**src/rtl/ehl_rom_arb_pkg.sv**
```systemverilog
// ehl_rom_arb_pkg
// Shared definitions for the ROM arbiter slice: default parameter values and
// a log2 helper used to size pointer/index/counter fields.
package ehl_rom_arb_pkg;

  localparam int NREQ_DEF     = 4;
  localparam int AWIDTH_DEF   = 8;
  localparam int DWIDTH_DEF   = 32;
  localparam int MAX_LOCK_DEF = 16;

  // ceil(log2(n)), never less than 1 so a field always has at least one bit
  function automatic int clog2(input int n);
    int r;
    r = 0;
    while ((1 << r) < n) r++;
    return (r < 1) ? 1 : r;
  endfunction

endpackage

```
**src/rtl/ehl_rom_arbiter_if.sv**
```systemverilog
// ehl_rom_arbiter_if
// Requester-side bus of the ROM arbiter.
//   req    : per-requester read request, held with addr until granted
//   addr   : per-requester word address (requester i at addr[i])
//   lock   : per-requester burst lock (only with EHL_ROM_ARB_LOCK_EN)
//   gnt    : one-hot combinational grant
//   rvalid : one-hot read-data valid, one cycle after gnt
//   rdata  : shared read data
// Modports: master (requesters drive req/addr/lock), slave (arbiter).
interface ehl_rom_arbiter_if #(
  parameter int NREQ   = 4,
  parameter int AWIDTH = 8,
  parameter int DWIDTH = 32
);
  logic [NREQ-1:0]             req;
  logic [NREQ-1:0][AWIDTH-1:0] addr;
`ifdef EHL_ROM_ARB_LOCK_EN
  logic [NREQ-1:0]             lock;
`endif
  logic [NREQ-1:0]             gnt;
  logic [NREQ-1:0]             rvalid;
  logic [DWIDTH-1:0]           rdata;

`ifdef EHL_ROM_ARB_LOCK_EN
  modport master (output req, addr, lock, input  gnt, rvalid, rdata);
  modport slave  (input  req, addr, lock, output gnt, rvalid, rdata);
`else
  modport master (output req, addr, input  gnt, rvalid, rdata);
  modport slave  (input  req, addr, output gnt, rvalid, rdata);
`endif
endinterface

```
**src/rtl/ehl_rr_pick.sv**
```systemverilog
// ehl_rr_pick
// Combinational round-robin priority picker: the first set bit of i_req
// searching upward from i_ptr, wrapping modulo NREQ.
//   i_req  : request vector
//   i_ptr  : highest-priority index this cycle
//   o_gnt  : one-hot winner (zero when no request)
//   o_idx  : winner index (zero when no request)
//   o_any  : at least one request present
module ehl_rr_pick #(
  parameter int NREQ = 4,
  parameter int PW   = 2
) (
  input  logic [NREQ-1:0] i_req,
  input  logic [PW-1:0]   i_ptr,
  output logic [NREQ-1:0] o_gnt,
  output logic [PW-1:0]   o_idx,
  output logic            o_any
);
  always_comb begin
    int j;
    o_gnt = '0;
    o_idx = '0;
    o_any = 1'b0;
    for (int k = 0; k < NREQ; k++) begin
      j = int'(i_ptr) + k;
      if (j >= NREQ) j = j - NREQ;
      if (!o_any && i_req[j]) begin
        o_any    = 1'b1;
        o_gnt[j] = 1'b1;
        o_idx    = PW'(j);
      end
    end
  end
endmodule

```
**src/rtl/ehl_rom_arbiter.sv**
```systemverilog
// ehl_rom_arbiter
// Round-robin arbiter sharing one synchronous single-port ROM among NREQ
// requesters. One ROM read per cycle; the returned word is routed back with
// a one-hot rvalid one cycle after the grant.
//   clk, rst : clock, asynchronous active-high reset
//   bus      : requester interface (slave modport)
//   rom_rd   : ROM read strobe (same cycle as gnt)
//   rom_addr : ROM word address (holds last value when idle)
//   rom_dout : ROM data, valid the cycle after rom_rd
// Optional feature macro EHL_ROM_ARB_LOCK_EN enables bounded burst locking.
module ehl_rom_arbiter
  import ehl_rom_arb_pkg::*;
#(
  parameter int NREQ     = NREQ_DEF,
  parameter int AWIDTH   = AWIDTH_DEF,
  parameter int DWIDTH   = DWIDTH_DEF,
  parameter int MAX_LOCK = MAX_LOCK_DEF
) (
  input  logic              clk,
  input  logic              rst,
  ehl_rom_arbiter_if.slave  bus,
  output logic              rom_rd,
  output logic [AWIDTH-1:0] rom_addr,
  input  logic [DWIDTH-1:0] rom_dout
);
  localparam int PW = clog2(NREQ);

  if (NREQ < 2 || NREQ > 16) begin : g_bad_nreq
    $error("ehl_rom_arbiter: NREQ out of range 2..16");
  end
  if (MAX_LOCK < 1 || MAX_LOCK > 256) begin : g_bad_lock
    $error("ehl_rom_arbiter: MAX_LOCK out of range 1..256");
  end

  logic [PW-1:0]     r_ptr;
  logic [NREQ-1:0]   r_rvalid;
  logic [AWIDTH-1:0] r_addr_q;

  logic [NREQ-1:0]   w_pick_gnt, w_gnt;
  logic [PW-1:0]     w_pick_idx, w_win;
  logic              w_pick_any, w_any, w_hold;
  logic [AWIDTH-1:0] w_addr;

  ehl_rr_pick #(.NREQ(NREQ), .PW(PW)) u_pick (
    .i_req (bus.req),
    .i_ptr (r_ptr),
    .o_gnt (w_pick_gnt),
    .o_idx (w_pick_idx),
    .o_any (w_pick_any)
  );

`ifdef EHL_ROM_ARB_LOCK_EN
  localparam int CW = clog2(MAX_LOCK + 1);

  logic          r_lk_act;     // lock active
  logic [PW-1:0] r_lk_own;     // lock owner
  logic [CW-1:0] r_lk_cnt;     // locked grants so far, including the acquiring one
  logic          r_nolk;       // owner released by MAX_LOCK must take one unlocked grant
  logic [PW-1:0] r_nolk_own;
  logic [CW-1:0] w_cnt_nxt;

  // The owner keeps the ROM only while it still asks for it with lock held;
  // otherwise this cycle falls back to plain round-robin.
  assign w_hold    = r_lk_act & bus.req[r_lk_own] & bus.lock[r_lk_own];
  assign w_cnt_nxt = r_lk_cnt + CW'(1);
  assign w_gnt     = rst ? '0 : (w_hold ? (NREQ'(1) << r_lk_own) : w_pick_gnt);
  assign w_win     = w_hold ? r_lk_own : w_pick_idx;

  always_ff @(posedge clk or posedge rst) begin
    if (rst) begin
      r_lk_act   <= 1'b0;
      r_lk_own   <= '0;
      r_lk_cnt   <= '0;
      r_nolk     <= 1'b0;
      r_nolk_own <= '0;
    end else if (!w_any) begin
      r_lk_act <= 1'b0;
    end else if (w_hold) begin
      if (w_cnt_nxt == CW'(MAX_LOCK)) begin
        r_lk_act   <= 1'b0;
        r_nolk     <= 1'b1;
        r_nolk_own <= r_lk_own;
      end else begin
        r_lk_cnt <= w_cnt_nxt;
      end
    end else if (r_nolk && r_nolk_own == w_pick_idx) begin
      // the one unlocked grant that re-enables locking for this requester
      r_lk_act <= 1'b0;
      r_nolk   <= 1'b0;
    end else if (bus.lock[w_pick_idx]) begin
      if (MAX_LOCK == 1) begin
        r_lk_act   <= 1'b0;
        r_nolk     <= 1'b1;
        r_nolk_own <= w_pick_idx;
      end else begin
        r_lk_act <= 1'b1;
        r_lk_own <= w_pick_idx;
        r_lk_cnt <= CW'(1);
      end
    end else begin
      r_lk_act <= 1'b0;
    end
  end
`else
  assign w_hold = 1'b0;
  assign w_gnt  = rst ? '0 : w_pick_gnt;
  assign w_win  = w_pick_idx;
`endif

  assign w_any    = |w_gnt;
  assign w_addr   = bus.addr[w_win];
  assign rom_rd   = w_any;
  assign rom_addr = w_any ? w_addr : r_addr_q;
  assign bus.gnt    = w_gnt;
  assign bus.rvalid = r_rvalid;
  assign bus.rdata  = rom_dout;

  always_ff @(posedge clk or posedge rst) begin
    if (rst) begin
      r_ptr    <= '0;
      r_rvalid <= '0;
      r_addr_q <= '0;
    end else begin
      r_rvalid <= w_gnt;
      if (w_any) r_addr_q <= w_addr;
      // locked grants leave the pointer where the lock was acquired
      if (w_any && !w_hold)
        r_ptr <= (w_pick_idx == PW'(NREQ - 1)) ? '0 : w_pick_idx + PW'(1);
    end
  end
endmodule

```
**src/flat_wrapper.sv**
```systemverilog
// flat-port wrapper written by rule: the top's interface ports become plain ports
module ehl_rom_arbiter_flat import ehl_rom_arb_pkg::*;
#(
  parameter int NREQ     = NREQ_DEF,
  parameter int AWIDTH   = AWIDTH_DEF,
  parameter int DWIDTH   = DWIDTH_DEF,
  parameter int MAX_LOCK = MAX_LOCK_DEF
)
  (clk, rst, rom_rd, rom_addr, rom_dout, bus_req, bus_addr, bus_gnt, bus_rvalid, bus_rdata);
  ehl_rom_arbiter_if #(.NREQ(NREQ), .AWIDTH(AWIDTH), .DWIDTH(DWIDTH)) bus_i ();
  input  logic clk;
  input  logic rst;
  output logic rom_rd;
  output logic [AWIDTH-1:0] rom_addr;
  input  logic [DWIDTH-1:0] rom_dout;
  input wire logic [$bits(bus_i.req)-1:0] bus_req;
  input wire logic [$bits(bus_i.addr)-1:0] bus_addr;
  output wire logic [$bits(bus_i.gnt)-1:0] bus_gnt;
  output wire logic [$bits(bus_i.rvalid)-1:0] bus_rvalid;
  output wire logic [$bits(bus_i.rdata)-1:0] bus_rdata;
  assign bus_i.req = bus_req;
  assign bus_i.addr = bus_addr;
  assign bus_gnt = bus_i.gnt;
  assign bus_rvalid = bus_i.rvalid;
  assign bus_rdata = bus_i.rdata;
  ehl_rom_arbiter #(.NREQ(NREQ), .AWIDTH(AWIDTH), .DWIDTH(DWIDTH), .MAX_LOCK(MAX_LOCK)) u_core (.clk(clk), .rst(rst), .bus(bus_i), .rom_rd(rom_rd), .rom_addr(rom_addr), .rom_dout(rom_dout));
endmodule
```
**config.mk**
```make
export PLATFORM = sky130hd
export DESIGN_NAME = ehl_rom_arbiter_flat
export DESIGN_NICKNAME = d
export VERILOG_FILES = /design/src/rtl/ehl_rom_arb_pkg.sv /design/src/rtl/ehl_rom_arbiter_if.sv /design/src/rtl/ehl_rr_pick.sv /design/src/rtl/ehl_rom_arbiter.sv /design/src/flat_wrapper.sv
export SDC_FILE = /design/constraint.sdc
export NUM_CORES = 1
export LEC_CHECK = 0
export CAP_MARGIN = 20
export CORE_ASPECT_RATIO = 1.1
export CORE_MARGIN = 5
export CORE_UTILIZATION = 34
export DETAILED_ROUTE_END_ITERATION = 10
export PLACE_DENSITY = 0.88
export SLEW_MARGIN = 20
export SYNTH_ARGS = -nofsm -noshare
export SYNTH_HDL_FRONTEND = slang
export SYNTH_SLANG_ARGS = --single-unit
```
**constraint.sdc**
```tcl
create_clock -name clk -period 4.77 [get_ports clk]
set_input_delay 0.477 -clock clk [delete_from_list [all_inputs] [get_ports clk]]
set_output_delay 0.477 -clock clk [all_outputs]
set_load 0.02 [all_outputs]
```
==> run metrics <==
outcome=finished, final reports clean; post-CTS setup repair buffer count=0; RePlAce Congestion=0.8575; layout cells sized above 1=0.1886; nature of the critical path startpoint=flip-flop; reg-to-reg endpoint=u_core.r_addr_q[6]$_DFF_PP0_; DP Wirelength=3232 um; most frequent cells after synthesis=32 x buf_4, 14 x dfrtp_1, 9 x mux2i_1, 9 x mux4_2, 9 x nor2_1; Tot Pwr=1550 uW; Max-slew headroom=0.5540; Post-synth EDFFs=0; fraction of registers with async set/reset=1.000; Max Cap Violations=0; Mapped Avg Cell Area=10.23 um2; Total Wirelength=4019 um; Pwr Density=788.0 nW/um2; Mapped Area=1544 um2; Peak supply drop=0.2255 mV; clk slew on worst S/H paths=0.06 ns; # diodes=0; largest cells by area after synthesis=dfrtp_1 23%, buf_4 16%, mux4_2 13%, mux2_4 6.8%, mux2i_1 5.8%; Sink Count=14; IO Pins=119; Worst R2R Setup Slack=1.38 ns; Crit Path Category=flip-flop to output port; setup TNS=0 ns; largest net degree at the start of global routing=20; num rows=25; Iteration-0 DRC Markers=68; Die Ht=80.68 um; area delta synth->final=27.39%; Final Setup Violations=0; Fill cells=391; Die ar.=5990 um2; clk_skew=0.002943 ns; Die Width=74.25 um; #FFs+latches synth=14; WHS=0.4967 ns; first-pass GRT wire length=6348 um; Crit path arrival time=4.07 ns; sequential fraction of the synthesis area=0.2269; All-Layer GR Usage=0.1392; CTS Buffer Depth=2; wire per inst=17.55 um; clk root buf=clkbuf_8; Max FO, Critical Path=10; worst hold path type=flip-flop to flip-flop; syn nets=225; CTS tree=done; Worst Setup EP=rom_addr[6]; remaining antenna violation count=0; later-pin clock latency in the skew report=0.25 ns; First-pass DRT Iterations=4; vias in the first global route=1,255; Worst-Margin Slew=0.6682 ns; Initial Utilization=0.3551; endpoints failing hold=0; RSZ-0062 raised after global routing=false; Mapped Cells=151; most area-hungry cell type in the Yosys netlist=dfrtp_1; Fmax achieved=220.0 MHz; synth unique cells=46; most frequent cell after synthesis=buf_4; worst r2r src=u_core.r_ptr[0]$_DFFE_PP0P_; Final period util=0.9529; via count=1,239; initial antenna violation count=0; htree depth=1; CP startpoint=u_core.r_ptr[0]$_DFFE_PP0P_; leak pwr=0.0007937 uW; Core ar.=4348 um2; Synthesis Warnings=0; area share of the largest cell type after synthesis=0.2269; Setup crit end kind=output port; vias per cell=5.410; GRT overflow=0; Nets=250; final count of pins violating max slew=0; dominant synthesized flop cell=dfrtp_1; Reg2Reg Depth=8; Final min period=4.545 ns; Port Buf Inserts=54; Num CTS Buffers=3; CP Data Required Time=4.29 ns; DRC viols=0
worst max-delay path: stages, from the launching register on:
cell	delay [ns]
dfrtp_1	0.37
clkinv_1	0.26
ha_2	0.52
mux4_4	0.75
o21bai_1	0.24
and3_1	0.21
o21bai_2	0.30
mux4_2	0.34
mux2_4	0.28
clkdlybuf4s50_1	0.54
layer usage:
metal	wire, um	global-route usage	up-vias
li1	-	-	582
met1	1508	0.1600	594
met2	2102	0.2385	49
met3	293	0.04130	14
met4	114	0.05516	0
met5	0	0	-
repair_timing:
item | in CTS | in global routing
gates resized for setup | 1 | 1
hold buffers | 0 | 0
endpoints found under the setup margin | 7 | 1
layout make-up:
cell class / instances / area (um2) / area share
multi-input cells: 95 / 913.4 / 0.4644
repair buffers: 56 / 555.5 / 0.2824
flip-flops and latches: 14 / 350.3 / 0.1781
well taps: 54 / 67.56 / 0.03435
clock buffers: 4 / 55.05 / 0.02799
inverters: 6 / 25.02 / 0.01272
report_power, final:
| part | leakage (uW) | switching, uW | internal (uW) |
|---|---|---|---|
| registers | 0.000169 | 30.3 | 183 |
| clock network | 0.0000288 | 46.0 | 73.3 |
| logic | 0.000596 | 602 | 616 |
| total | 0.000794 | 678 | 872 |
cells by family (layout without fill, tap and decap cells):
kind of cell	after synthesis	after routing	synth area share
AND/OR/NAND/NOR	36	36	0.1264
XOR/XNOR	1	1	0.005674
flip-flops	14	14	0.2269
multiplexers	29	29	0.2958
buffers and inverters	42	66	0.1872
AO/OA/AOI/OAI	25	25	0.1256
adder cells (fa/ha/maj)	4	4	0.03242
stage by stage:
stage,worst slack [ns],utilization,std cells,cell area [um2]
after floorplan,0.8150,-,151,1544
after CTS,0.1024,0.4512,229,1962
after global routing,0.01341,0.4524,229,1967
after global placement,0.3556,0.4377,225,1903
after detailed placement,0.2458,0.4377,225,1903
final,0.2249,0.4524,229,1967
cells in the final DEF, fill, tap and decap left out, types with 4 or more instances in the layout:
cell type        instances
clkbuf_8                 4
mux2i_1                  9
a21oi_1                  4
inv_1                    4
nand2b_1                 4
nand2_1                  8
dfrtp_1                 14
clkdlybuf4s50_1         54
nor2_1                   8
mux4_2                   9
mux2_4                   7
sequential cells by signal, summed over array words and instances (netlist names):
name and count:
u_core.bus.rvalid 4, u_core.r_addr_q 8, u_core.r_ptr 2
worst min path at each step:
| stage | startpoint | end | slack, ns | depth (start not counted) |
|---|---|---|---|---|
| floorplan | rst | u_core.bus.rvalid[0]$_DFF_PP0_ | 0.37 | 1 |
| global placement | u_core.r_addr_q[2]$_DFF_PP0_ | u_core.r_addr_q[2]$_DFF_PP0_ | 0.49 | 1 |
| detailed placement | u_core.r_addr_q[0]$_DFF_PP0_ | u_core.r_addr_q[0]$_DFF_PP0_ | 0.48 | 1 |
| CTS | u_core.r_addr_q[0]$_DFF_PP0_ | u_core.r_addr_q[0]$_DFF_PP0_ | 0.50 | 1 |
| global route | u_core.r_addr_q[0]$_DFF_PP0_ | u_core.r_addr_q[0]$_DFF_PP0_ | 0.52 | 1 |
| finish | u_core.r_addr_q[0]$_DFF_PP0_ | u_core.r_addr_q[0]$_DFF_PP0_ | 0.50 | 1 |
Note: power is estimated with default switching activity, not from simulation.
